### config.mk
export PLATFORM = sky130hd
export DESIGN_NAME = add16_arbiter_flat
export DESIGN_NICKNAME = d
export VERILOG_FILES = /design/src/rtl/add16_arbiter_if.sv /design/src/rtl/add16_arbiter.sv /design/src/flat_wrapper.sv
export SDC_FILE = /design/constraint.sdc
export NUM_CORES = 1
export LEC_CHECK = 0
export BUFFER_PORTS_ARGS = -buffer_cell sky130_fd_sc_hd__buf_2
export CAP_MARGIN = 20
export CORE_UTILIZATION = 25
export DETAILED_ROUTE_END_ITERATION = 16
export GPL_ROUTABILITY_DRIVEN = 0
export MAX_ROUTING_LAYER = met4
export SLEW_MARGIN = 20
export SYNTH_ARGS = -nofsm -noshare
export SYNTH_HDL_FRONTEND = slang
export SYNTH_HIERARCHICAL = 1
export SYNTH_SLANG_ARGS = --single-unit
### constraint.sdc
create_clock -name clk -period 2.2 [get_ports clk]
set_input_delay 0.11 -clock clk [delete_from_list [all_inputs] [get_ports clk]]
set_output_delay 0.11 -clock clk [all_outputs]
set_load 0.01 [all_outputs]
### src/rtl/add16_arbiter_if.sv
`default_nettype none
// ---------------------------------------------------------------------------
// add16_arbiter_if : two requester channels plus the result channel
// Rev 1.0
// ---------------------------------------------------------------------------
interface add16_arbiter_if;
  logic        req0_valid;
  logic [15:0] req0_a;
  logic [15:0] req0_b;
  logic        req0_ready;
  logic        req1_valid;
  logic [15:0] req1_a;
  logic [15:0] req1_b;
  logic        req1_ready;
  logic        res_valid;
  logic [15:0] res_data;
  logic        res_id;
  logic        res_ready;
  logic        busy;

  modport master (
    output req0_valid, req0_a, req0_b, req1_valid, req1_a, req1_b, res_ready,
    input  req0_ready, req1_ready, res_valid, res_data, res_id, busy
  );

  modport slave (
    input  req0_valid, req0_a, req0_b, req1_valid, req1_a, req1_b, res_ready,
    output req0_ready, req1_ready, res_valid, res_data, res_id, busy
  );
endinterface
`default_nettype wire

### src/rtl/add16_arbiter.sv
`default_nettype none
// ---------------------------------------------------------------------------
// add16_arbiter : two requesters share one 16-bit adder, one op in flight.
// Macro ADD16_ARB_ROUND_ROBIN_EN: round-robin ties (default: requester 0 wins)
// Rev 1.0
// ---------------------------------------------------------------------------
module my_add16 (
  input  logic [15:0] a,
  input  logic [15:0] b,
  output logic [15:0] sum
);
  assign sum = a + b;
endmodule

module add16_arbiter (
  input  logic            clk,
  input  logic            reset,
  add16_arbiter_if.slave  bus
);
  typedef enum logic [1:0] {
    IDLE = 2'd0,
    EXEC = 2'd1,
    DONE = 2'd2
  } state_t;

  state_t      r_state;
  state_t      w_state_nxt;
  logic [15:0] r_op_a;
  logic [15:0] r_op_b;
  logic        r_op_id;
  logic [15:0] r_res_data;
  logic        r_res_id;
  logic [15:0] w_sum;
  logic        w_pick1;
  logic        w_accept;

`ifdef ADD16_ARB_ROUND_ROBIN_EN
  logic r_last_grant;

  // On a tie, whichever requester was not served last goes next.
  assign w_pick1 = bus.req1_valid & (~bus.req0_valid | ~r_last_grant);

  always_ff @(posedge clk) begin
    if (reset) begin
      r_last_grant <= 1'b1;
    end else if (w_accept) begin
      r_last_grant <= w_pick1;
    end
  end
`else
  assign w_pick1 = bus.req1_valid & ~bus.req0_valid;
`endif

  always_ff @(posedge clk) begin
    if (reset) begin
      r_state <= IDLE;
    end else begin
      r_state <= w_state_nxt;
    end
  end

  always_comb begin
    w_state_nxt    = r_state;
    w_accept       = 1'b0;
    bus.req0_ready = 1'b0;
    bus.req1_ready = 1'b0;
    case (r_state)
      IDLE: begin
        if (!reset) begin
          bus.req0_ready = bus.req0_valid & ~w_pick1;
          bus.req1_ready = w_pick1;
          w_accept       = bus.req0_valid | bus.req1_valid;
        end
        if (w_accept) begin
          w_state_nxt = EXEC;
        end
      end
      EXEC: begin
        w_state_nxt = DONE;
      end
      DONE: begin
        if (bus.res_ready) begin
          w_state_nxt = IDLE;
        end
      end
      default: begin
        w_state_nxt = IDLE;
      end
    endcase
  end

  my_add16 u_add (
    .a   (r_op_a),
    .b   (r_op_b),
    .sum (w_sum)
  );

  // Operands are captured at the accept edge so later input changes are ignored.
  always_ff @(posedge clk) begin
    if (reset) begin
      r_op_a     <= 16'h0000;
      r_op_b     <= 16'h0000;
      r_op_id    <= 1'b0;
      r_res_data <= 16'h0000;
      r_res_id   <= 1'b0;
    end else begin
      if (w_accept) begin
        r_op_a  <= w_pick1 ? bus.req1_a : bus.req0_a;
        r_op_b  <= w_pick1 ? bus.req1_b : bus.req0_b;
        r_op_id <= w_pick1;
      end
      if (r_state == EXEC) begin
        r_res_data <= w_sum;
        r_res_id   <= r_op_id;
      end
    end
  end

  assign bus.res_valid = (r_state == DONE);
  assign bus.busy      = (r_state != IDLE);
  assign bus.res_data  = r_res_data;
  assign bus.res_id    = r_res_id;
endmodule
`default_nettype wire

### src/flat_wrapper.sv
// flat-port wrapper written by rule: the top's interface ports become plain ports
module add16_arbiter_flat 
  (clk, reset, bus_req0_valid, bus_req0_a, bus_req0_b, bus_req1_valid, bus_req1_a, bus_req1_b, bus_res_ready, bus_req0_ready, bus_req1_ready, bus_res_valid, bus_res_data, bus_res_id, bus_busy);
  add16_arbiter_if bus_i ();
  input  logic clk;
  input  logic reset;
  input wire logic [$bits(bus_i.req0_valid)-1:0] bus_req0_valid;
  input wire logic [$bits(bus_i.req0_a)-1:0] bus_req0_a;
  input wire logic [$bits(bus_i.req0_b)-1:0] bus_req0_b;
  input wire logic [$bits(bus_i.req1_valid)-1:0] bus_req1_valid;
  input wire logic [$bits(bus_i.req1_a)-1:0] bus_req1_a;
  input wire logic [$bits(bus_i.req1_b)-1:0] bus_req1_b;
  input wire logic [$bits(bus_i.res_ready)-1:0] bus_res_ready;
  output wire logic [$bits(bus_i.req0_ready)-1:0] bus_req0_ready;
  output wire logic [$bits(bus_i.req1_ready)-1:0] bus_req1_ready;
  output wire logic [$bits(bus_i.res_valid)-1:0] bus_res_valid;
  output wire logic [$bits(bus_i.res_data)-1:0] bus_res_data;
  output wire logic [$bits(bus_i.res_id)-1:0] bus_res_id;
  output wire logic [$bits(bus_i.busy)-1:0] bus_busy;
  assign bus_i.req0_valid = bus_req0_valid;
  assign bus_i.req0_a = bus_req0_a;
  assign bus_i.req0_b = bus_req0_b;
  assign bus_i.req1_valid = bus_req1_valid;
  assign bus_i.req1_a = bus_req1_a;
  assign bus_i.req1_b = bus_req1_b;
  assign bus_i.res_ready = bus_res_ready;
  assign bus_req0_ready = bus_i.req0_ready;
  assign bus_req1_ready = bus_i.req1_ready;
  assign bus_res_valid = bus_i.res_valid;
  assign bus_res_data = bus_i.res_data;
  assign bus_res_id = bus_i.res_id;
  assign bus_busy = bus_i.busy;
  add16_arbiter u_core (.clk(clk), .reset(reset), .bus(bus_i));
endmodule
==> results of run 1 <==
flip-flops by register name (all words and copies together) (netlist names):
name                 cells
u_core/r_op_id           1
u_core/bus.res_data     16
u_core/r_state           2
u_core/bus.res_id        1
u_core/r_op_a           16
u_core/r_op_b           16
metal layers:
layer / wire length (microns) / vias to the layer above / track usage
li1: - / 1411 / -
met1: 4283 / 1271 / 0.1984
met2: 3639 / 88 / 0.2020
met3: 415 / 6 / 0.02338
met4: 74 / 0 / 0.03377
met5: 0 / - / -
where the power goes:
part / switching [mW] / internal (mW) / total (mW)
registers: 0.0601 / 1.03 / 1.09
logic: 0.419 / 0.321 / 0.739
clock network: 0.334 / 0.449 / 0.783
cells in the mapped netlist, drive strengths merged (2+ instances only):
cell type / count
and2: 5
a221oi: 3
or3: 2
inv: 5
mux2i: 33
dfxtp: 52
ha: 15
nor2: 3
o211ai: 2
buf: 18
and3: 3
nand2: 41
a21o: 6
xor2: 6
xnor2: 7
o21ai: 6
nor2b: 4
a21oi: 62
o31ai: 2
nand3: 6
nand2b: 3
a211oi: 35
nor3: 4
clkbuf: 9
path summary, 6_finish.rpt:
kind,cells past startpoint,end,slack [ns]
max,9,u_core/bus.res_data[10],0.09
max reg2reg,9,u_core/bus.res_data[10],0.09
min reg2reg,2,u_core/bus.res_data[0],0.46
min,2,u_core/r_op_id,0.05
area by class of cell:
type	instances	area (sq um)
multi-input cells	258	1997
fillers	1298	8140
clock buffers	6	138.9
clock inverters	2	10.01
repair buffers	102	555.5
well taps	168	210.2
flip-flops and latches	52	1041
inverters	5	18.77
timing repair:
item | 4_1_cts | 5_1_grt
buffers inserted | 1 | 1
pin swaps | 5 | 5
setup endpoints to repair | 2 | 6
gates resized for setup | 2 | 11
kinds of logic (layout without fill, tap and decap cells):
| logic type | count (synthesis) | after routing | share of synthesized area |
|---|---|---|---|
| buffers and inverters | 32 | 115 | 0.05347 |
| AO/OA/AOI/OAI | 119 | 119 | 0.2841 |
| flip-flops | 52 | 52 | 0.3320 |
| multiplexers | 33 | 33 | 0.1053 |
| adder cells (fa/ha/maj) | 16 | 16 | 0.06624 |
| XOR/XNOR | 13 | 13 | 0.03631 |
| AND/OR/NAND/NOR | 77 | 77 | 0.1225 |
through the flow:
| stage | setup TNS (ns) | setup WS, ns | cells | util |
|---|---|---|---|---|
| floorplan | 0 | 0.08272 | 342 | - |
| global placement | -0.03074 | -0.03074 | 583 | 0.3088 |
| detailed placement | -0.07602 | -0.07602 | 583 | 0.3088 |
| CTS | 0 | 0.01466 | 592 | 0.3228 |
| global route | -0.004605 | -0.004605 | 593 | 0.3279 |
| finish | 0 | 0.09429 | 593 | 0.3279 |
==> metrics.cfg, run 1 <==
[detailed_routing]
post-route-drc-count=0
drt-total-wl_microns=8412
wl_per_cell_microns=14.19
ant_nets=0
routed-via-count=2776
detailedRoute.firstPassIterationCount=4
detail_routed_via_count_per_cell=4.681
drt_iter0_drc=142

[floorplanning]
chipHeight_microns=114.0
io-pin-count=90
die_area_sq_um=12990
fp.dieW_microns=114.0
initial_utilization=0.2589
row_count=40
placeableCoreArea_sq_um=12110

[timing]
finalHoldViolCount=0
period_needed_ns=2.106
worst_pin_slew_ns=0.7318
achievable-frequency_ghz=0.4749
finalClockSkew_ns=0.005208
post-route-period-util=0.9571
timing.max_slew.rel_slack=0.5122
finalSetupViolations=0
finalHoldWorstSlack_ns=0.05469
maxSlewViolCount=0

[global_route]
via_count_of_the_first_global_routing_pass=2583
grt_pass1_wl_microns=13760
grt_antenna_before_repair=0
grt_start_max_net_pins=53
grt_use_total=0.1389
gr-total-overflow=0

[worst_setup_path]
worstSetupEndpointType=flop
path_max_fanout=2
crit_path_cell_trace=ha_2, fa_2, a21o_1, a221oi_4, o21ai_2, a221oi_2, xnor2_1, nand2_1, a21oi_1
critical_path.slowest_cell=sky130_fd_sc_hd__fa_2
timing.critical_path.required_ns=2.42
start_kind=flop
startpoint_of_the_worst_slack_reg_to_reg_timing_path=u_core/r_op_a[0]
timing_worst_setup_path_type=flop to flop
worst_ep_arrival_time_ns=2.33
cp_num_buf_inv=0
max_stage_delay_ns=0.34
cp-startpoint=u_core/r_op_a[0]
gate_family_responsible_for_the_most_delay_along_the_worst_path=compound AO/OA/AOI/OAI gates

[synthesis]
synth.top_cell.area_share=0.3320
syn-mean-instance-area_sq_um=9.168
ys_ff_latch=52
synth.distinct_cells=43
synthesis.nets=427
synth.top_cells.by_area=sky130_fd_sc_hd__dfxtp_1 33%, sky130_fd_sc_hd__a211oi_2 12%, sky130_fd_sc_hd__mux2i_1 11%, sky130_fd_sc_hd__a21oi_1 9.9%, sky130_fd_sc_hd__ha_1 6.0%
synth_edf_count=0
synth_ff_type=sky130_fd_sc_hd__dfxtp_1
synthesis.instances=342
synth-seq-area-share=0.3320
syn-cell-area_sq_um=3136
synth-warning-count=6
synthArstFlopShare=0
post-synth-top-area-cell=sky130_fd_sc_hd__dfxtp_1

[finish]
proportion_of_layout_cells_with_a_drive_suffix_above_1=0.3694
nets=509
areaGrowthSynthToFinish_pct=26.66
layout.cell_area.non_filler_sq_um=3971
final_cell_mix=89 x sky130_fd_sc_hd__buf_2, 61 x sky130_fd_sc_hd__a21oi_1, 52 x sky130_fd_sc_hd__dfxtp_1, 41 x sky130_fd_sc_hd__nand2_1, 33 x sky130_fd_sc_hd__mux2i_1
number_of_antenna_cells_inserted=0
final_common_cell=sky130_fd_sc_hd__buf_2

[power_and_ir_drop]
post-layout-total-power_mw=2.608
p_per_area_nw_per_um2=656.8
power.static_leakage_nw=1.767
vdd_drop_max_uv=300.5

[placed_design]
port_buffers=89
placed_area_sq_um=3740
detailed_place_hpwl_microns=6282

[outcome]
status=finished clean

[min_path]
hp-class=input port to flop
worst_hold_startpoint=bus_req0_valid

[clocking]
h-tree-depth=2
cts_max_path_buffers=2
cts.reportedPaths.clkPinSlew_ns=0.07
cts-hold-fix-buffers=0
tritoncts_clock_tree=built
clock_sinks=52
ctsRootBufferMaster=sky130_fd_sc_hd__clkbuf_16
cts_inserted_buffers=5
worst_skew_pair.late_latency_ns=0.29

[flow_run]
max_cap_viol_count=0

No activity file was read; power rests on OpenSTA's default activity.
==> run 2: changes to the inputs <==
--- a/config.mk
+++ b/config.mk
@@ -7,12 +7,13 @@
 export LEC_CHECK = 0
 export BUFFER_PORTS_ARGS = -buffer_cell sky130_fd_sc_hd__buf_2
 export CAP_MARGIN = 20
-export CORE_UTILIZATION = 25
+export CORE_UTILIZATION = 42
+export CTS_BUF_LIST = sky130_fd_sc_hd__clkbuf_4 sky130_fd_sc_hd__clkbuf_8
 export DETAILED_ROUTE_END_ITERATION = 16
 export GPL_ROUTABILITY_DRIVEN = 0
 export MAX_ROUTING_LAYER = met4
+export PLACE_DENSITY = 0.7
 export SLEW_MARGIN = 20
 export SYNTH_ARGS = -nofsm -noshare
 export SYNTH_HDL_FRONTEND = slang
-export SYNTH_HIERARCHICAL = 1
 export SYNTH_SLANG_ARGS = --single-unit
==> run 2 against run 1 <==
Critical path type unchanged. Maximum frequency shrank 0.39%. Critical endpoint is now u_core.bus.res_data[14]. Highest routed layer unchanged. Largest cell class unchanged. Non-clock buffer count shrank 3. Largest power group unchanged. Register-to-register slack about the same. Hold slack better by 0.021 ns.
==> metrics.cfg, run 2 <==
[outcome]
status=finished clean

[timing]
post-route-period-util=0.9609
finalHoldViolCount=0
achievable-frequency_ghz=0.4731
maxSlewViolCount=0
period_needed_ns=2.114
worst_pin_slew_ns=0.6584
setup-tns-final_ns=0
finalClockSkew_ns=0.005685
timing.max_slew.rel_slack=0.5601
unrepaired_setup_endpoints_after_global_routing=false
finalSetupViolations=0
setup_slack_ns=0.08613

[clocking]
post-cts-setup-buffers=0
cts_max_path_buffers=2
ctsRootBufferMaster=sky130_fd_sc_hd__clkbuf_8
tritoncts_clock_tree=built
cts_inserted_buffers=5
cts.reportedPaths.clkPinSlew_ns=0.09
cts-hold-fix-buffers=0
h-tree-depth=2
worst_skew_pair.late_latency_ns=0.31
clock_sinks=52

[synthesis]
synthesis.nets=426
synth.distinct_cells=53
synth-seq-area-share=0.3468
syn-mean-instance-area_sq_um=8.802
post_synth_most_frequent_cells=52 x sky130_fd_sc_hd__dfxtp_1, 46 x sky130_fd_sc_hd__nor2_1, 34 x sky130_fd_sc_hd__a211oi_1, 34 x sky130_fd_sc_hd__mux2i_1, 23 x sky130_fd_sc_hd__nand2_1
synth_ff_type=sky130_fd_sc_hd__dfxtp_1
synth.top_cells.by_area=sky130_fd_sc_hd__dfxtp_1 35%, sky130_fd_sc_hd__mux2i_1 11%, sky130_fd_sc_hd__a211oi_1 8.5%, sky130_fd_sc_hd__ha_1 6.3%, sky130_fd_sc_hd__nor2_1 5.8%
ys_ff_latch=52
synthArstFlopShare=0
synth-warning-count=0
synth_edf_count=0
synthesis.instances=341
post-synth-top-area-cell=sky130_fd_sc_hd__dfxtp_1
syn-cell-area_sq_um=3002
cell_with_the_most_instances_after_synthesis=sky130_fd_sc_hd__dfxtp_1
synth.top_cell.area_share=0.3468

[worst_setup_path]
cp_num_cells=7
path_max_fanout=4
start_kind=flop
crit_path_cell_trace=ha_2, fa_2, a21o_4, a221oi_4, o311a_4, mux2i_1, a211o_1
timing_worst_setup_path_type=flop to flop
worstSetupEndpointType=flop
worst_ep_arrival_time_ns=2.31
worst_reg_to_reg_cells=7
gate_family_responsible_for_the_most_delay_along_the_worst_path=compound AO/OA/AOI/OAI gates
critical_path.slowest_cell=sky130_fd_sc_hd__fa_2
max_stage_delay_ns=0.38
regToRegSetupSlack_ns=0.09
timing.critical_path.required_ns=2.40
cp_num_buf_inv=0

[placed_design]
post_place_setup_slack_ns=-0.06294
port_buffers=89
detailed_place_hpwl_microns=5216

[global_route]
grt_antenna_before_repair=0
grt_pass1_wl_microns=11510
grt_use_total=0.1977
via_count_of_the_first_global_routing_pass=2449
gr-total-overflow=0
grt_start_max_net_pins=63

[detailed_routing]
drt-total-wl_microns=6863
ant_nets=0
wl_per_cell_microns=13.17
detail_routed_via_count_per_cell=5.296
drt_iter0_drc=102
detailedRoute.firstPassIterationCount=4
post-route-drc-count=0
routed-via-count=2759

[finish]
final_cell_mix=89 x sky130_fd_sc_hd__buf_2, 51 x sky130_fd_sc_hd__dfxtp_1, 46 x sky130_fd_sc_hd__nor2_1, 34 x sky130_fd_sc_hd__mux2i_1, 34 x sky130_fd_sc_hd__a211oi_1
number_of_antenna_cells_inserted=0
multi_input_area_sq_um=1871
areaGrowthSynthToFinish_pct=22.55
sequential_cell_area_sq_um=1042
final_common_cell=sky130_fd_sc_hd__buf_2
n_fill_cell=649
nets=509
proportion_of_layout_cells_with_a_drive_suffix_above_1=0.2894

[floorplanning]
initial_utilization=0.4394
die_area_sq_um=7489
chipHeight_microns=86.54
placeableCoreArea_sq_um=6832
row_count=30
io-pin-count=90
fp.dieW_microns=86.54

[min_path]
min_path_cells=3
hp-class=input port to flop

[power_and_ir_drop]
p_per_area_nw_per_um2=621.1
power.static_leakage_nw=1.614
vdd_drop_max_uv=272.7
post-layout-total-power_mw=2.285

[flow_run]
max_cap_viol_count=0

-- run 2: cell types whose count changed in the layout (fill, tap and decap cells not counted), moves of 4 or more --
cell                        delta
sky130_fd_sc_hd__clkbuf_8      +4
sky130_fd_sc_hd__xor2_1        -4
sky130_fd_sc_hd__buf_4         -4
sky130_fd_sc_hd__a21oi_1      -43
sky130_fd_sc_hd__nand4_1       +5
sky130_fd_sc_hd__clkbuf_16     -5
sky130_fd_sc_hd__nor2_1       +43
sky130_fd_sc_hd__nand2_1      -18
sky130_fd_sc_hd__o21a_1        +4
sky130_fd_sc_hd__a211oi_1     +30
sky130_fd_sc_hd__a211oi_2     -31
-- run 2: worst paths after layout --
path                                              from                 endpoint
worst min-delay path                     bus_res_ready        u_core.r_state[1]
worst max-delay path                  u_core.r_op_b[0]  u_core.bus.res_data[14]
worst max register to register        u_core.r_op_b[0]  u_core.bus.res_data[14]
worst min register to register  u_core.bus.res_data[0]   u_core.bus.res_data[0]
-- run 2: metrics by stage --
step	hold slack, ns	area [sq um]	instances	util
4_1_cts	0.08114	3666	521	0.5366
3_5_place_dp	0.4025	3562	513	0.5214
3_3_place_gp	0.3870	3562	513	0.5214
6_report	0.07570	3679	521	0.5385
5_1_grt	0.08744	3679	521	0.5385
2_1_floorplan	0.2918	3002	341	-
-- run 2: cell families after synthesis --
logic type	count (synthesis)	share of synthesized area
compound gates	98	0.2393
fa+ha+maj	16	0.06920
simple gates	110	0.1734
flops	52	0.3468
mux	34	0.1134
xor+xnor	6	0.01751
buf+inv	25	0.04043
-- run 2: area by class of cell --
class	instances	area share
inverter	2	0.002041
sequential	52	0.2833
tap	96	0.03265
timing repair buffer	99	0.1483
clock inverter	1	0.002381
multi-input combinational	264	0.5085
clock buffer	7	0.02279
-- run 2: metal layers --
layer	part of all wire	wire length, microns	vias to the layer above	GRT usage
li1	-	-	1442	-
met1	0.52	3561	1240	0.2835
met2	0.43	2935	70	0.2944
met3	0.043	293	7	0.02762
met4	0.011	74	0	0.04545
met5	0	0	-	-
-- run 2: power by group --
group | total, mW | switching (mW) | internal [mW]
Combinational | 0.637 | 0.353 | 0.284
Clock | 0.562 | 0.309 | 0.253
Sequential | 1.09 | 0.0540 | 1.03
-- run 2: timing repair --
| item | CTS | global route |
|---|---|---|
| resized for setup | 1 | 4 |
| pin swaps | 1 | 6 |
| setup endpoints to repair | 2 | 3 |
| hold endpoints to repair | 0 | 0 |
| cloned | 0 | 0 |
-- run 2: worst reg2reg max path, stage by stage, from the launching register on --
cell                       delay [ns]
sky130_fd_sc_hd__dfxtp_2         0.33
sky130_fd_sc_hd__ha_2            0.19
sky130_fd_sc_hd__fa_2            0.38
sky130_fd_sc_hd__a21o_4          0.23
sky130_fd_sc_hd__a221oi_4        0.28
sky130_fd_sc_hd__o311a_4         0.25
sky130_fd_sc_hd__mux2i_1         0.08
sky130_fd_sc_hd__a211o_1         0.27
==> run 3: changes to the inputs <==
--- a/config.mk
+++ b/config.mk
@@ -7,12 +7,14 @@
 export LEC_CHECK = 0
 export BUFFER_PORTS_ARGS = -buffer_cell sky130_fd_sc_hd__buf_2
 export CAP_MARGIN = 20
-export CORE_UTILIZATION = 42
+export CELL_PAD_IN_SITES_DETAIL_PLACEMENT = 0
+export CELL_PAD_IN_SITES_GLOBAL_PLACEMENT = 1
+export CORE_UTILIZATION = 35
 export CTS_BUF_LIST = sky130_fd_sc_hd__clkbuf_4 sky130_fd_sc_hd__clkbuf_8
 export DETAILED_ROUTE_END_ITERATION = 16
 export GPL_ROUTABILITY_DRIVEN = 0
 export MAX_ROUTING_LAYER = met4
-export PLACE_DENSITY = 0.7
+export PLACE_DENSITY_LB_ADDON = 0.1
 export SLEW_MARGIN = 20
 export SYNTH_ARGS = -nofsm -noshare
 export SYNTH_HDL_FRONTEND = slang
==> constraint.sdc (replaced) <==
create_clock -name clk -period 2.2 [get_ports clk]
set_input_delay 0.44 -clock clk [delete_from_list [all_inputs] [get_ports clk]]
set_output_delay 0.44 -clock clk [all_outputs]
set_load 0.01 [all_outputs]
==> run 3 against run 2 <==
First-iteration DRC count decreased by 13%. Register-to-register slack about the same. Worst setup slack improved by 0.0088 ns. Critical path type unchanged. Wire length increased by 4.1%. Via count decreased by 2.3%. Critical path depth increased by 1. Core utilization decreased by 8.5 points. Clock skew about the same. Total power increased by 5.6%. Sequential power about the same.
==> metrics.cfg, run 3 (synthesis results as in run 2) <==
[min_path]
worst_hold_startpoint=bus_res_ready
hp-class=input port to flop
worstHoldEndpoint=u_core.r_state[1]
min_path_cells=3

[timing]
achievable-frequency_ghz=0.4750
finalClockSkew_ns=0.005226
finalSetupViolations=0
timing.max_slew.rel_slack=0.5893
maxSlewViolCount=0
finalHoldViolCount=0
worst_pin_slew_ns=0.6161
unrepaired_setup_endpoints_after_global_routing=false
period_needed_ns=2.105
finalHoldWorstSlack_ns=0.3987
setup-tns-final_ns=0
setup_slack_ns=0.09494
post-route-period-util=0.9568

[power_and_ir_drop]
power.share.switching=0.3049
power.static_leakage_nw=1.651
clock_power_frac=0.282
p_comb_frac=0.267
switchingPower_mw=0.7359
vdd_drop_max_uv=241.2
p_per_area_nw_per_um2=644.9
power.share.sequential=0.450
power.internal_mw=1.678

[detailed_routing]
detail_routed_via_count_per_cell=5.028
routed-via-count=2695
drt_iter0_drc=89
ant_nets=0
wl_per_cell_microns=13.32
post-route-drc-count=0
drt-total-wl_microns=7142
detailedRoute.firstPassIterationCount=4

[floorplanning]
fp.dieW_microns=94.61
row_count=33
initial_utilization=0.3635
placeableCoreArea_sq_um=8258
chipHeight_microns=94.61
die_area_sq_um=8950
io-pin-count=90

[worst_setup_path]
path_max_fanout=4
crit_path_cell_trace=ha_2, fa_2, a21o_2, a221oi_4, o311a_4, buf_4, or4_1, nand3_1
worstReg2RegEnd=u_core.bus.res_data[12]
startpoint_of_the_worst_slack_reg_to_reg_timing_path=u_core.r_op_a[0]
timing_worst_setup_path_type=flop to flop
worstSetupEndpointType=flop
timing.critical_path.required_ns=2.46
max_stage_delay_ns=0.46
start_kind=flop
worst_reg_to_reg_cells=8
critical_path.slowest_cell=sky130_fd_sc_hd__or4_1
regToRegSetupSlack_ns=0.09
worst_ep_arrival_time_ns=2.36

[finish]
multi_input_area_sq_um=1869
number_of_antenna_cells_inserted=0
areaGrowthSynthToFinish_pct=24.68
layout.cell_area.non_filler_sq_um=3742
layoutNonFillerInstCount=536
final_common_cell=sky130_fd_sc_hd__buf_2
nets=515
sequential_cell_area_sq_um=1041
proportion_of_layout_cells_with_a_drive_suffix_above_1=0.2993
final_cell_mix=89 x sky130_fd_sc_hd__buf_2, 52 x sky130_fd_sc_hd__dfxtp_1, 46 x sky130_fd_sc_hd__nor2_1, 34 x sky130_fd_sc_hd__mux2i_1, 34 x sky130_fd_sc_hd__a211oi_1
n_fill_cell=858

[placed_design]
placed_area_sq_um=3606
detailed_place_hpwl_microns=5449
post_place_setup_slack_ns=-0.03735
dpl.cell_count=528
port_buffers=89

[clocking]
post-cts-setup-buffers=0
cts_max_path_buffers=2
cts_inserted_buffers=5
ctsRootBufferMaster=sky130_fd_sc_hd__clkbuf_8
clock_sinks=52
worst_skew_pair.late_latency_ns=0.30
cts.reportedPaths.clkPinSlew_ns=0.10
tritoncts_clock_tree=built
cts-hold-fix-buffers=0
h-tree-depth=2

[global_route]
grt_start_max_net_pins=66
grt_antenna_before_repair=0
gr-total-overflow=0
grt_pass1_wl_microns=11660
grt_use_total=0.1707
via_count_of_the_first_global_routing_pass=2424

[outcome]
status=finished clean

[flow_run]
max_cap_viol_count=0

## run 3: cell count changes in the layout (fill, tap and decap cells not counted), sizes merged
cell / before / now
buf: 99 / 105
bufinv: 0 / 1
clkbuf: 7 / 6
clkinv: 1 / 0
inv: 2 / 3
## run 3: critical path: cells and delay by family (launching register included)
| kind | cells | cell delay [ns] |
|---|---|---|
| DFF | 1 | 0.36 |
| AOI/OAI and AO/OA | 3 | 0.62 |
| adders and majority gates | 2 | 0.40 |
| buffers and inverters | 1 | 0.14 |
| and+or+nand+nor | 2 | 0.55 |
## run 3: layer usage
layer	share of wire	up-vias	track usage
li1	-	1454	-
met1	0.54	1171	0.2463
met2	0.41	63	0.2452
met3	0.043	7	0.03301
met4	0.0077	0	0.03409
met5	0	-	-
## run 3: power by group through the flow
stage	combinational, mW	sequential (mW)	clock, mW
2_1_floorplan	0.424	1.11	0
3_3_place_gp	0.640	1.11	0
3_5_place_dp	0.641	1.11	0
4_1_cts	0.649	1.09	0.705
5_1_grt	0.724	1.10	0.747
6_report	0.645	1.09	0.682
## run 3: worst max path at each step
stage	startpoint	end	slack, ns	depth (start not counted)
after global placement	u_core.r_op_b[0]	u_core.bus.res_data[10]	-0.02	7
after floorplan	u_core.r_op_b[0]	u_core.bus.res_data[10]	0.03	7
after detailed placement	u_core.r_op_b[0]	u_core.bus.res_data[10]	-0.04	7
after global routing	u_core.r_op_b[4]	u_core.bus.res_data[12]	0.01	7
after CTS	u_core.r_op_b[0]	u_core.bus.res_data[10]	0.03	7
final	u_core.r_op_a[0]	u_core.bus.res_data[12]	0.09	8
## run 3: what timing repair did
action	CTS	global route
endpoints found under the hold margin	0	0
setup endpoints to repair	1	4
resized for setup	1	4
pin swaps	1	3
## run 3: final cells by class
class	count	share of cell area
tap	105	0.03511
clock inverter	2	0.01036
clock buffer	6	0.02039
sequential	52	0.2782
timing repair buffer	105	0.1545
inverter	2	0.002006
multi-input combinational	264	0.4995
## run 3: stage by stage
step	power, mW	util
finish	2.413	0.4532
global route	2.571	0.4532
CTS	2.441	0.4520
detailed placement	1.751	0.4367
global placement	1.748	0.4367
floorplan	1.532	-
